**src/rtl/logical_driver.sv**
```systemverilog
// logical_driver: command-side driver and checker for a registered logical unit.
// Issues {op, A, B} to the unit, captures its one-cycle-late result, compares it
// against an internal model of the eight operations and returns it over valid/ready.
module logical_driver #(
  parameter int unsigned N = 4,
  parameter int unsigned M = 4
) (
  input  logic               clk,
  input  logic               rst_n,
  input  logic               cmd_valid,
  output logic               cmd_ready,
  input  logic [2*N+M-2:0]   cmd_data,
  output logic [N-1:0]       lu_a,
  output logic [N-1:0]       lu_b,
  output logic [M-2:0]       lu_instr,
  input  logic [N-1:0]       lu_out,
  output logic               rsp_valid,
  input  logic               rsp_ready,
  output logic [N-1:0]       rsp_data,
  output logic               rsp_err,
  output logic               err_flag,
  output logic [7:0]         op_count,
  output logic [7:0]         err_count
);

  localparam int unsigned OW = M - 1;
  localparam int unsigned CW = 2 * N + OW;

  typedef enum logic [1:0] {IDLE, ISSUE, CAPTURE, RESP} state_e;

  state_e         state_q, state_d;
  logic           cmd_ready_q, cmd_ready_d;
  logic           rsp_valid_q, rsp_valid_d;
  logic [N-1:0]   lu_a_q, lu_a_d;
  logic [N-1:0]   lu_b_q, lu_b_d;
  logic [OW-1:0]  lu_instr_q, lu_instr_d;
  logic [N-1:0]   rsp_data_q, rsp_data_d;
  logic           rsp_err_q, rsp_err_d;
  logic           err_flag_q, err_flag_d;
  logic [7:0]     op_count_q, op_count_d;
  logic [7:0]     err_count_q, err_count_d;
  logic [N-1:0]   expected_c;
  logic           mismatch_c;

  // Reference result for the operation currently held on the lu_* outputs
  always_comb begin
    expected_c = '0;
    case (lu_instr_q)
      OW'(0):  expected_c = lu_a_q & lu_b_q;
      OW'(1):  expected_c = lu_a_q | lu_b_q;
      OW'(2):  expected_c = lu_a_q ^ lu_b_q;
      OW'(3):  expected_c = ~(lu_a_q | lu_b_q);
      OW'(4):  expected_c = ~(lu_a_q & lu_b_q);
      OW'(5):  expected_c = ~(lu_a_q ^ lu_b_q);
      OW'(6):  expected_c = N'(lu_a_q > lu_b_q);
      default: expected_c = N'(lu_a_q == lu_b_q);
    endcase
    mismatch_c = (lu_out != expected_c);
  end

  // Next-state and next-value logic for every register
  always_comb begin
    state_d     = state_q;
    lu_a_d      = lu_a_q;
    lu_b_d      = lu_b_q;
    lu_instr_d  = lu_instr_q;
    rsp_data_d  = rsp_data_q;
    rsp_err_d   = rsp_err_q;
    err_flag_d  = err_flag_q;
    op_count_d  = op_count_q;
    err_count_d = err_count_q;
    case (state_q)
      IDLE: begin
        if (cmd_valid) begin
          lu_instr_d = cmd_data[CW-1 -: OW];
          lu_a_d     = cmd_data[2*N-1 -: N];
          lu_b_d     = cmd_data[N-1:0];
          state_d    = ISSUE;
        end
      end
      ISSUE: state_d = CAPTURE;
      CAPTURE: begin
        rsp_data_d = lu_out;
        rsp_err_d  = mismatch_c;
        if (mismatch_c) begin
          err_flag_d = 1'b1;
          if (err_count_q != 8'hFF) err_count_d = err_count_q + 8'd1;
        end
        state_d = RESP;
      end
      RESP: begin
        if (rsp_ready) begin
          op_count_d = op_count_q + 8'd1;
          state_d    = IDLE;
        end
      end
      default: state_d = IDLE;
    endcase
    cmd_ready_d = (state_d == IDLE);
    rsp_valid_d = (state_d == RESP);
  end

  // State and output registers
  always_ff @(posedge clk or negedge rst_n) begin
    if (!rst_n) begin
      state_q     <= IDLE;
      cmd_ready_q <= 1'b1;
      rsp_valid_q <= 1'b0;
      lu_a_q      <= '0;
      lu_b_q      <= '0;
      lu_instr_q  <= '0;
      rsp_data_q  <= '0;
      rsp_err_q   <= 1'b0;
      err_flag_q  <= 1'b0;
      op_count_q  <= '0;
      err_count_q <= '0;
    end else begin
      state_q     <= state_d;
      cmd_ready_q <= cmd_ready_d;
      rsp_valid_q <= rsp_valid_d;
      lu_a_q      <= lu_a_d;
      lu_b_q      <= lu_b_d;
      lu_instr_q  <= lu_instr_d;
      rsp_data_q  <= rsp_data_d;
      rsp_err_q   <= rsp_err_d;
      err_flag_q  <= err_flag_d;
      op_count_q  <= op_count_d;
      err_count_q <= err_count_d;
    end
  end

  assign cmd_ready = cmd_ready_q;
  assign rsp_valid = rsp_valid_q;
  assign lu_a      = lu_a_q;
  assign lu_b      = lu_b_q;
  assign lu_instr  = lu_instr_q;
  assign rsp_data  = rsp_data_q;
  assign rsp_err   = rsp_err_q;
  assign err_flag  = err_flag_q;
  assign op_count  = op_count_q;
  assign err_count = err_count_q;

endmodule
```
**config.mk**
```make
export PLATFORM = sky130hd
export DESIGN_NAME = logical_driver
export DESIGN_NICKNAME = d
export VERILOG_FILES = /design/src/rtl/logical_driver.sv
export SDC_FILE = /design/constraint.sdc
export NUM_CORES = 1
export LEC_CHECK = 0
export CORE_MARGIN = 1.5
export CORE_UTILIZATION = 44
export CTS_BUF_LIST = sky130_fd_sc_hd__clkbuf_8 sky130_fd_sc_hd__clkbuf_16
export CTS_CLUSTER_DIAMETER = 200
export CTS_CLUSTER_SIZE = 20
export DETAILED_ROUTE_END_ITERATION = 10
export GPL_TIMING_DRIVEN = 0
export HOLD_SLACK_MARGIN = 0.08
export PLACE_DENSITY = 0.79
export SYNTH_ARGS = -nofsm -noshare
export SYNTH_HDL_FRONTEND = slang
export SYNTH_SLANG_ARGS = --single-unit
```
**constraint.sdc**
```tcl
create_clock -name clk -period 2.1 [get_ports clk]
set_input_delay 0.315 -clock clk [delete_from_list [all_inputs] [get_ports clk]]
set_output_delay 0.315 -clock clk [all_outputs]
set_load 0.01 [all_outputs]
```
# Yosys cells after proc, flatten, opt, wreduce, memory -nomap -nowiden
# Cells that the tools add are included.
# totals
ff_bits	37
# op_classes
add_sub_neg	2
n_lt_le_gt_ge	1
eq_ne	13
n_mux	4
bitwise	6
reduce_logical	7
# ops
cell	n
4-bit case mux with 7 select lines	1
8-bit by 1-bit adder with 8-bit output (second input constant)	2
4-bit NOT	3
3-bit equality test (second input constant)	3
8-bit inequality test (second input constant)	1
2-bit case mux with 4 select lines	1
2-bit equality test (second input constant)	3
3-bit by 2-bit equality test with 1-bit output (second input constant)	2
2-bit AND reduction	3
4-bit AND	1
4-bit equality test	1
4-bit > comparator	1
2-bit zero test	2
2-bit two-way mux	2
4-bit inequality test	1
4-bit OR	1
4-bit bitwise XOR	1
3-bit by 1-bit equality test with 1-bit output (second input constant)	1
3-bit zero test	1
3-bit AND reduction	1
2-bit by 1-bit equality test with 1-bit output (second input constant)	1

# Depth between registers and ports, before layout
# Gate-level depths: netlist of run 1.
# depth
word_depth	5
depth_mapped	9

# Worst setup path after synthesis of run 1
# OpenSTA, ideal clock, no wires.
# synth_timing
path_type	reg-to-reg
start	reg lu_a_q[3], in the netlist lu_a[3]
end	reg err_count_q[1], in the netlist err_count[1]
setup_time_ns	0.125
arrival_ns	2.254
setup_slack_ns	-0.279
path_stages_with_launch	10
path_buffers	0
path_cell_list	dfrtp_1 > inv_1 > ha_1 > or2_1 > o311a_1 > o21ai_1 > a2bb2oi_2 > nand4_4 > nand3_2 > mux2_4
# synth_between
elab_chain_len	5
# synth_rtl
item	line	source
from (decl)	34	logic [N-1:0] lu_a_q, lu_a_d;
from (signal assigned)	121	lu_a_q <= lu_a_d;
branches (longest 2 deep; another with 4-bit > comparator)	n/a	
4-bit case mux with 7 select lines *	48	case (lu_instr_q)
4-bit inequality test *	58	mismatch_c = (lu_out != expected_c);
3-bit AND reduction (no line) *	n/a	
to (signal assigned)	128	err_count_q <= err_count_d;
to (decl)	41	logic [7:0] err_count_q, err_count_d;
# Every way passes the cells marked *.
# A chain may end at the register's enable or synchronous reset.

# Worst setup path after layout of run 1
# layout_timing
start	reg lu_a_q[2], in the netlist lu_a[2]
end	reg err_count_q[1], in the netlist err_count[1]
# Same word-level chain as after synthesis.

==> flow_summary.toml, run 1 <==
[drt]
first_iter_violations = 145
antenna_left = 0
wire_per_inst_um = 14.6
dr.pass1.iters = 4
via_per_inst = 5.26
wl_mm = 4.57
num_vias = 1647
drcViolationCount = 0

[setup_path]
critPathTopFamily = "compound AO/OA/AOI/OAI gates"
crit_chain = "inv_2 > ha_4 > or2_1 > o311a_1 > o21ai_2 > a2bb2oi_2 > nand4_4 > nand3_4 > mux2_4"
critPathMaxStageDelay_ps = 420
required_ps = 2280
setup.worst_path.end_class = "flop"
timing.critical_path.buf_inv = 1
worst_ep_arrival_time_ps = 2480
crit_slowest_cell = "dfrtp_1"
r2r_cells = 9
path_class = "reg -> reg"
critPathMaxFanout = 4
reg2reg_slack_ps = -200
r2r_start = "lu_a[2]"
timing.rr.end = "err_count[1]"
critPathLaunchType = "flop"

[grt]
met2_usage_pct = 32.0
antenna_found_initial = 0
grt_pass1_wl_mm = 7.69
top_usage_layer = "met2"
overflow = 0
grt_use_total_pct = 19.5
grt_max_degree = 38
met3_usage_pct = 4.99
grt_pass1_vias = 1634
grtUsageMet1_pct = 25.2

[sta]
rsz0062_at_grt = "true"
max_freq_mhz = 434
finClkSkew_ps = 6.06
fin_crit_ps = 2300
hold_viol = 0
slew-limit-headroom_pct = 44.5
finalCritPeriodShare_pct = 110
fin_ws_ps = -205
setup_viol = 8
drv_slew = 0
tightest_slew_ps = 832

[floorplan]
ios = 54
die_w_um = 70.9
dieArea_um2 = 5020
core_area_um2 = 4380
fp.dieH_um = 70.9
initial_utilization_pct = 46.2
rows = 24

[clock_tree]
numCtsBuffers = 5
cts_tree = "done"
cts_root_buf = "clkbuf_8"
path_clk_slew_ps = 80
clock_path_buffers = 2
cts.sinks = 37
htree_levels = 2
clkLatencyLatePin_ps = 290

[layout]
layout_common_cells = "52 x clkdlybuf4s50_1, 36 x dfrtp_1, 26 x nand2_1"
fin_area_um2 = 2880
nNetsFinal = 294
area_delta_synth_final_pct = 42.1
fill_cells = 357
diodes = 0
drive_above_1_share_pct = 18.4
final_common_cell = "clkdlybuf4s50_1"
final_util_pct = 65.6

[power_and_ir_drop]
peakVddDrop_v = 0.000791
p_per_area_nw_per_um2 = 1650
leakagePower_nw = 1.24

[synth]
avgSynthCellArea_um2 = 10.5
synth_nets = 226
seq_area_frac_synth_pct = 45.8
ys_async_sr_fraction_pct = 100
yosysUniqueCellTypes = 46
yosys_warnings = 0
syn_area_um2 = 2030
synthFlopType = "dfrtp_1"
synth_enable_flop_cells = 0
ys_ff_latch = 37
syn_inst = 193

[status]
violations = "setup timing"
status = "finished, violations left"

[place]
hpwl_mm = 3.19
place.gp.congestion = 0.874
io_buffers = 53
place_ws_ps = -271
postPlaceCellArea_um2 = 2650

[run]
maxCapViolations = 0

[min_path]
hp-class = "in -> async"
how the worst max path moves through the flow:
stage,startpoint,to,slack [ps],cells past startpoint
global route,lu_a[2],err_count[1],-290,9
global placement,lu_a[3],err_count[1],-250,9
CTS,lu_a[2],err_count[1],-160,9
floorplan,lu_a[3],err_count[1],-150,9
detailed placement,lu_a[1],err_count[1],-270,9
finish,lu_a[2],err_count[1],-200,9
kinds of logic (layout without fill, tap and decap cells):
group	after synthesis	after routing	synth area share (%)
flip-flops	37	37	45.8
AO/OA/AOI/OAI	30	30	11.1
AND/OR/NAND/NOR	69	69	17.6
buffers and inverters	17	85	4.45
multiplexers	10	10	5.56
XOR/XNOR	16	16	6.92
adder cells (fa/ha/maj)	14	14	8.65
cells in the mapped netlist (2+ instances only):
cell type | count | share of area, %
a2111oi_0 | 2 | 0.86
and3_1 | 4 | 1.2
buf_6 | 3 | 1.7
clkbuf_1 | 3 | 0.56
dfrtp_1 | 36 | 44
ha_1 | 14 | 8.6
inv_1 | 10 | 1.9
mux2_2 | 5 | 2.8
mux2i_1 | 3 | 1.5
nand2_1 | 26 | 4.8
nand2b_1 | 6 | 1.9
nand3_1 | 6 | 1.5
nand4_1 | 5 | 1.5
nor2_1 | 10 | 1.9
nor2b_1 | 4 | 1.2
nor3_1 | 2 | 0.49
o21a_1 | 2 | 0.74
o21ai_0 | 9 | 2.2
o22ai_1 | 2 | 0.62
xnor2_1 | 11 | 4.8
xor2_1 | 5 | 2.2
repair_timing:
action	CTS	global route
hold buffers	0	0
endpoints found under the setup margin	10	10
hold endpoints to repair	0	0
pin swaps	1	4
buffers inserted	5	3
gates resized for setup	3	8
per-stage QoR:
stage / power [W] / std cells / hold WS [ps] / setup TNS, ps
after detailed placement: 0.00382 / 298 / 458 / -869
after floorplan: 0.00288 / 193 / 19.4 / -150
after CTS: 0.00459 / 310 / 145 / -804
final: 0.00475 / 313 / 113 / -1080
after global routing: 0.00507 / 313 / 197 / -2140
after global placement: 0.00374 / 298 / 462 / -4180
metal layers:
layer / up-vias / part of all wire, %
li1: 805 / -
met1: 792 / 44
met2: 44 / 48
met3: 6 / 6.1
met4: 0 / 1.5
met5: - / 0
power breakdown:
part           internal (W)  switching [W]
Combinational       0.00152        0.00132
Sequential          0.00102       0.000289
Clock              0.000345       0.000261
flip-flops by register name, summed over array words and instances (netlist names), 2 cells and up:
register	cells
lu_instr	3
state_q	2
lu_b	4
err_count	8
op_count	8
lu_a	4
rsp_data	4
area by class of cell:
class / instances / area (µm²) / area share, %
multi-input cells: 139 / 1100 / 38.2
flip-flops and latches: 37 / 927 / 32.2
repair buffers: 61 / 593 / 20.6
clock buffers: 5 / 68.8 / 2.39
well taps: 52 / 65.1 / 2.26
plain buffers: 7 / 52.6 / 1.83
inverters: 10 / 37.5 / 1.30
clock inverters: 2 / 35.0 / 1.22
No activity file was read; power rests on OpenSTA's default activity.
==> run 2, diff against run 1 <==
--- a/config.mk
+++ b/config.mk
@@ -5,6 +5,7 @@
 export SDC_FILE = /design/constraint.sdc
 export NUM_CORES = 1
 export LEC_CHECK = 0
+export ABC_AREA = 1
 export CORE_MARGIN = 1.5
 export CORE_UTILIZATION = 44
 export CTS_BUF_LIST = sky130_fd_sc_hd__clkbuf_8 sky130_fd_sc_hd__clkbuf_16
@@ -13,7 +14,7 @@
 export DETAILED_ROUTE_END_ITERATION = 10
 export GPL_TIMING_DRIVEN = 0
 export HOLD_SLACK_MARGIN = 0.08
-export PLACE_DENSITY = 0.79
+export PLACE_DENSITY = 0.78
 export SYNTH_ARGS = -nofsm -noshare
 export SYNTH_HDL_FRONTEND = slang
 export SYNTH_SLANG_ARGS = --single-unit
==> flow_summary.toml, run 2 <==
[status]
status = "finished, final reports clean"

[layout]
fin_area_um2 = 2970
final_util_pct = 62.8
nNetsFinal = 369
final_common_cell = "nand2_1"
instances_no_fill = 404
layout_common_cells = "72 x nand2_1, 52 x clkdlybuf4s50_1, 36 x inv_1, 36 x dfrtp_1, 24 x nand3_1"
area_delta_synth_final_pct = 37.2
diodes = 0
drive_above_1_share_pct = 9.20

[setup_path]
critPathMaxFanout = 8
setup.worst_path.end_class = "flop"
path_class = "reg -> reg"
worst_ep_arrival_time_ps = 2100
required_ps = 2280
critPathLaunchType = "flop"

[floorplan]
initial_utilization_pct = 45.8
ios = 54
die_w_um = 73.1
fp.dieH_um = 73.1
dieArea_um2 = 5350
rows = 25
core_area_um2 = 4720

[synth]
ys_ff_latch = 37
avgSynthCellArea_um2 = 7.95
synthFlopType = "dfrtp_1"
yosysUniqueCellTypes = 25
synth_nets = 305
seq_area_frac_synth_pct = 42.9
syn_inst = 272
synth_top_area_share_pct = 41.6
ys_top_cells_by_area = "dfrtp_1 42%, nand2_1 13%, ha_1 8.1%"
synth_common_cells = "73 x nand2_1, 36 x dfrtp_1, 36 x inv_1"
syn_area_um2 = 2160
synth.most_common_cell = "nand2_1"
synth_enable_flop_cells = 0
yosys_warnings = 0
ys_async_sr_fraction_pct = 100
synth_top_cell_by_area = "dfrtp_1"

[sta]
drv_slew = 0
finClkSkew_ps = 5.85
fin_crit_ps = 1920
finalCritPeriodShare_pct = 91.3
tightest_slew_ps = 806
rsz0062_at_grt = "false"
hold_viol = 0
slew-limit-headroom_pct = 46.3
setup_viol = 0
max_freq_mhz = 522
fin_ws_ps = 184

[clock_tree]
cts_root_buf = "clkbuf_8"
clock_path_buffers = 2
cts_tree = "done"
clkLatencyLatePin_ps = 300
htree_levels = 2
path_clk_slew_ps = 70
hold_buffers = 0
cts.sinks = 37
numCtsBuffers = 5

[drt]
wl_mm = 4.98
antenna_left = 0
wire_per_inst_um = 12.3
dr.pass1.iters = 4
num_vias = 1945
via_per_inst = 4.81
first_iter_violations = 116
drcViolationCount = 0

[power_and_ir_drop]
switching_share_pct = 43.4
leakagePower_nw = 1.42
p_total_w = 0.00457
switchingPower_w = 0.00199
peakVddDrop_v = 0.000680
pwr-share-comb_pct = 58.5
intPower_w = 0.00259
pwr-share-clk_pct = 13.7
seq_power_share_pct = 27.7
p_per_area_nw_per_um2 = 1540

[grt]
grt_max_degree = 38
grt_pass1_vias = 1669
overflow = 0
grt_pass1_wl_mm = 7.70
grt_use_total_pct = 19.0
antenna_found_initial = 0

[place]
place.gp.congestion = 0.875
hpwl_mm = 3.47
postPlaceCellArea_um2 = 2770
place_ws_ps = 76.7
io_buffers = 53
dp.cells = 392

[run]
maxCapViolations = 0

[min_path]
hp-class = "in -> async"
## run 2: changes by cell type after synthesis, sizes merged, moves of 5 or more
cell and delta:
nand2b -6, nand3 +19, xnor2 -8, inv +28, o21ai +7, nand2 +48
mux2 -7, nor2 +16, nand4 +5
## run 2: critical path, stage by stage (launching register included)
cell	delay (ps)
dfrtp_1	400
inv_1	110
ha_4	310
inv_1	40
a21oi_1	130
nand2_1	70
nand2_1	60
nand3_1	100
nand3_1	100
nand2_2	90
nand3_4	120
nand3_4	120
nand2_1	90
nand2_1	50
## run 2: cells by family (layout without fill, tap and decap cells)
group / count (synthesis) / after routing / synth area share, %
xor gates and xnor gates: 11 / 11 / 4.45
adders and majority gates: 14 / 14 / 8.10
and+or+nand+nor: 143 / 144 / 30.5
AOI/OAI and AO/OA: 23 / 23 / 5.55
buffers and inverters: 44 / 108 / 8.50
DFF: 37 / 37 / 42.9
## run 2: routing by layer
metal / part of all wire [%] / vias up / global-route usage, %
met5: 0 / - / 0
met1: 42 / 871 / 24.5
met4: 1.6 / 0 / 7.76
li1: - / 998 / -
met3: 6.5 / 6 / 5.11
met2: 49 / 70 / 30.2
## run 2: worst paths after layout
check                         start            to  slack (ps)  cells after the start
min                           rst_n       lu_b[2]         100                      1
max in group asynchronous     rst_n  err_count[5]        1480                      1
min in group clk           err_flag      err_flag         460                      2
max                         lu_a[3]  err_count[5]         180                     13
min reg2reg                err_flag      err_flag         460                      2
max reg2reg                 lu_a[3]  err_count[5]         180                     13
## run 2: power by group through the flow
| stage | Combinational [W] | Sequential (W) | Clock (W) |
|---|---|---|---|
| 2_1_floorplan | 0.00140 | 0.00137 | 0 |
| 3_3_place_gp | 0.00235 | 0.00128 | 0 |
| 3_5_place_dp | 0.00240 | 0.00128 | 0 |
| 4_1_cts | 0.00242 | 0.00127 | 0.000645 |
| 5_1_grt | 0.00297 | 0.00131 | 0.000679 |
| 6_report | 0.00268 | 0.00127 | 0.000628 |
## run 2: timing repair
item | CTS | global route
resized for setup | 0 | 8
setup endpoints to repair | 0 | 10
buffers inserted | 0 | 3
## run 2: area by class of cell
| class | instances | area, µm² |
|---|---|---|
| Buffer | 6 | 41.3 |
| Clock buffer | 5 | 68.8 |
| Clock inverter | 3 | 46.3 |
| Fill cell | 421 | 1760 |
| Inverter | 38 | 143 |
| Multi-Input combinational cell | 192 | 1110 |
| Sequential cell | 37 | 927 |
| Tap cell | 67 | 83.8 |
| Timing Repair Buffer | 56 | 548 |
## run 2: metrics by stage
stage | TNS [ps] | hold WS, ps
after floorplan | 0 | 19.4
after global placement | -4780 | 446
after detailed placement | 0 | 452
after CTS | 0 | 131
after global routing | 0 | 179
final | 0 | 101
==> run 3, diff against run 2 <==
--- a/config.mk
+++ b/config.mk
@@ -14,7 +14,7 @@
 export DETAILED_ROUTE_END_ITERATION = 10
 export GPL_TIMING_DRIVEN = 0
 export HOLD_SLACK_MARGIN = 0.08
-export PLACE_DENSITY = 0.78
+export PLACE_DENSITY_LB_ADDON = 0.2
 export SYNTH_ARGS = -nofsm -noshare
 export SYNTH_HDL_FRONTEND = slang
 export SYNTH_SLANG_ARGS = --single-unit
==> flow_summary.toml, run 3 (same netlist as run 2, synthesis figures left out) <==
[setup_path]
setup.worst_path.end_class = "flop"
path_class = "reg -> reg"
required_ps = 2280
critPathLaunchType = "flop"
critPathMaxFanout = 8
worst_ep_arrival_time_ps = 2090

[clock_tree]
clock_path_buffers = 2
cts_root_buf = "clkbuf_8"
cts.sinks = 37
clkLatencyLatePin_ps = 290
cts_tree = "done"
htree_levels = 2
hold_buffers = 0
numCtsBuffers = 5
path_clk_slew_ps = 80

[layout]
nNetsFinal = 370
multiInputGateArea_um2 = 1100
final_common_cell = "nand2_1"
fill_cells = 416
drive_above_1_share_pct = 10.7
area_delta_synth_final_pct = 37.3
diodes = 0
layout_common_cells = "72 x nand2_1, 52 x clkdlybuf4s50_1, 36 x dfrtp_1"
register_area_um2 = 927

[floorplan]
fp.dieH_um = 73.1
dieArea_um2 = 5350
core_area_um2 = 4720
rows = 25
ios = 54
die_w_um = 73.1
initial_utilization_pct = 45.8

[sta]
hold_viol = 0
finalCritPeriodShare_pct = 90.8
setup_viol = 0
drv_slew = 0
tightest_slew_ps = 830
slew-limit-headroom_pct = 44.7
max_freq_mhz = 525
finClkSkew_ps = 5.33
fin_ws_ps = 194
fin_crit_ps = 1910

[grt]
grt_use_total_pct = 18.6
overflow = 0
grt_max_degree = 38
grt_pass1_wl_mm = 7.71
antenna_found_initial = 0
grt_pass1_vias = 1714

[min_path]
hp-class = "in -> async"

[place]
hpwl_mm = 3.40
io_buffers = 53
place.gp.congestion = 0.889
place_ws_ps = 60.3

[run]
maxCapViolations = 0

[drt]
via_per_inst = 4.84
first_iter_violations = 80
antenna_left = 0
drcViolationCount = 0
dr.pass1.iters = 4
wl_mm = 4.88
num_vias = 1962
wire_per_inst_um = 12.1

[power_and_ir_drop]
peakVddDrop_v = 0.000828
p_total_w = 0.00455
leakagePower_nw = 1.42
p_per_area_nw_per_um2 = 1530

[status]
status = "finished, final reports clean"
==> run 3: cell count changes in the layout (fill, tap and decap cells not counted), sizes merged <==
cell / change
buf: +1
==> run 3: worst max-delay path, stage by stage (launching register included) <==
cell and delay [ps]:
dfrtp_1 420, inv_2 80, ha_4 260, nor2_2 140, nand2_1 70, nand2_1 60
nand2_1 50, nand3_1 110, nand2_1 60, nand2_1 70, nand2_2 80, nand3_4 130
nand3_4 130, nand2_1 90, nand2_1 50
==> run 3: worst paths after layout <==
| path | startpoint | to | slack [ps] | depth (start not counted) |
|---|---|---|---|---|
| setup / recovery | lu_a[3] | err_count[0] | 190 | 14 |
| hold / removal | rst_n | lu_a[2] | 110 | 1 |
| setup reg to reg | lu_a[3] | err_count[0] | 190 | 14 |
| hold reg to reg | err_flag | err_flag | 470 | 2 |
| max in group asynchronous | rst_n | err_count[0] | 1460 | 1 |
| min in group clk | err_flag | err_flag | 470 | 2 |
==> run 3: per-layer routing <==
layer | track usage (%) | share of wire, % | up-vias
met5 | 0 | 0 | -
met4 | 6.08 | 0.90 | 0
met3 | 4.01 | 4.8 | 4
met2 | 29.2 | 47 | 58
met1 | 25.3 | 47 | 902
li1 | - | - | 998
==> run 3: cell type report <==
| cell class | instances | share of cell area (%) |
|---|---|---|
| buffer | 6 | 1.39 |
| clock buffer | 5 | 2.32 |
| clock inverter | 3 | 1.56 |
| inverter | 38 | 4.80 |
| multi-input combinational | 192 | 37.2 |
| sequential | 37 | 31.2 |
| tap | 67 | 2.82 |
| timing repair buffer | 57 | 18.7 |
==> run 3: where the power goes <==
part | leakage (nW) | internal (W) | switching [W]
Combinational | 0.917 | 0.00121 | 0.00142
Clock | 0.0543 | 0.000356 | 0.000282
Sequential | 0.448 | 0.00101 | 0.000272
Total | 1.42 | 0.00257 | 0.00198
==> run 3: through the flow <==
| stage | cell area (µm²) | util (%) | TNS [ps] | cells | hold slack [ps] |
|---|---|---|---|---|---|
| 2_1_floorplan | 2160 | - | 0 | 272 | 19.4 |
| 3_3_place_gp | 2780 | 58.8 | -6600 | 392 | 447 |
| 3_5_place_dp | 2770 | 58.7 | 0 | 392 | 453 |
| 4_1_cts | 2890 | 61.1 | 0 | 400 | 143 |
| 5_1_grt | 2970 | 62.9 | -22.6 | 405 | 192 |
| 6_report | 2970 | 62.9 | 0 | 405 | 114 |
==> run 3: repair_timing <==
action,4_1_cts,5_1_grt
buffers inserted,0,4
hold endpoints to repair,0,0
setup endpoints to repair,0,10
resized for setup,0,10
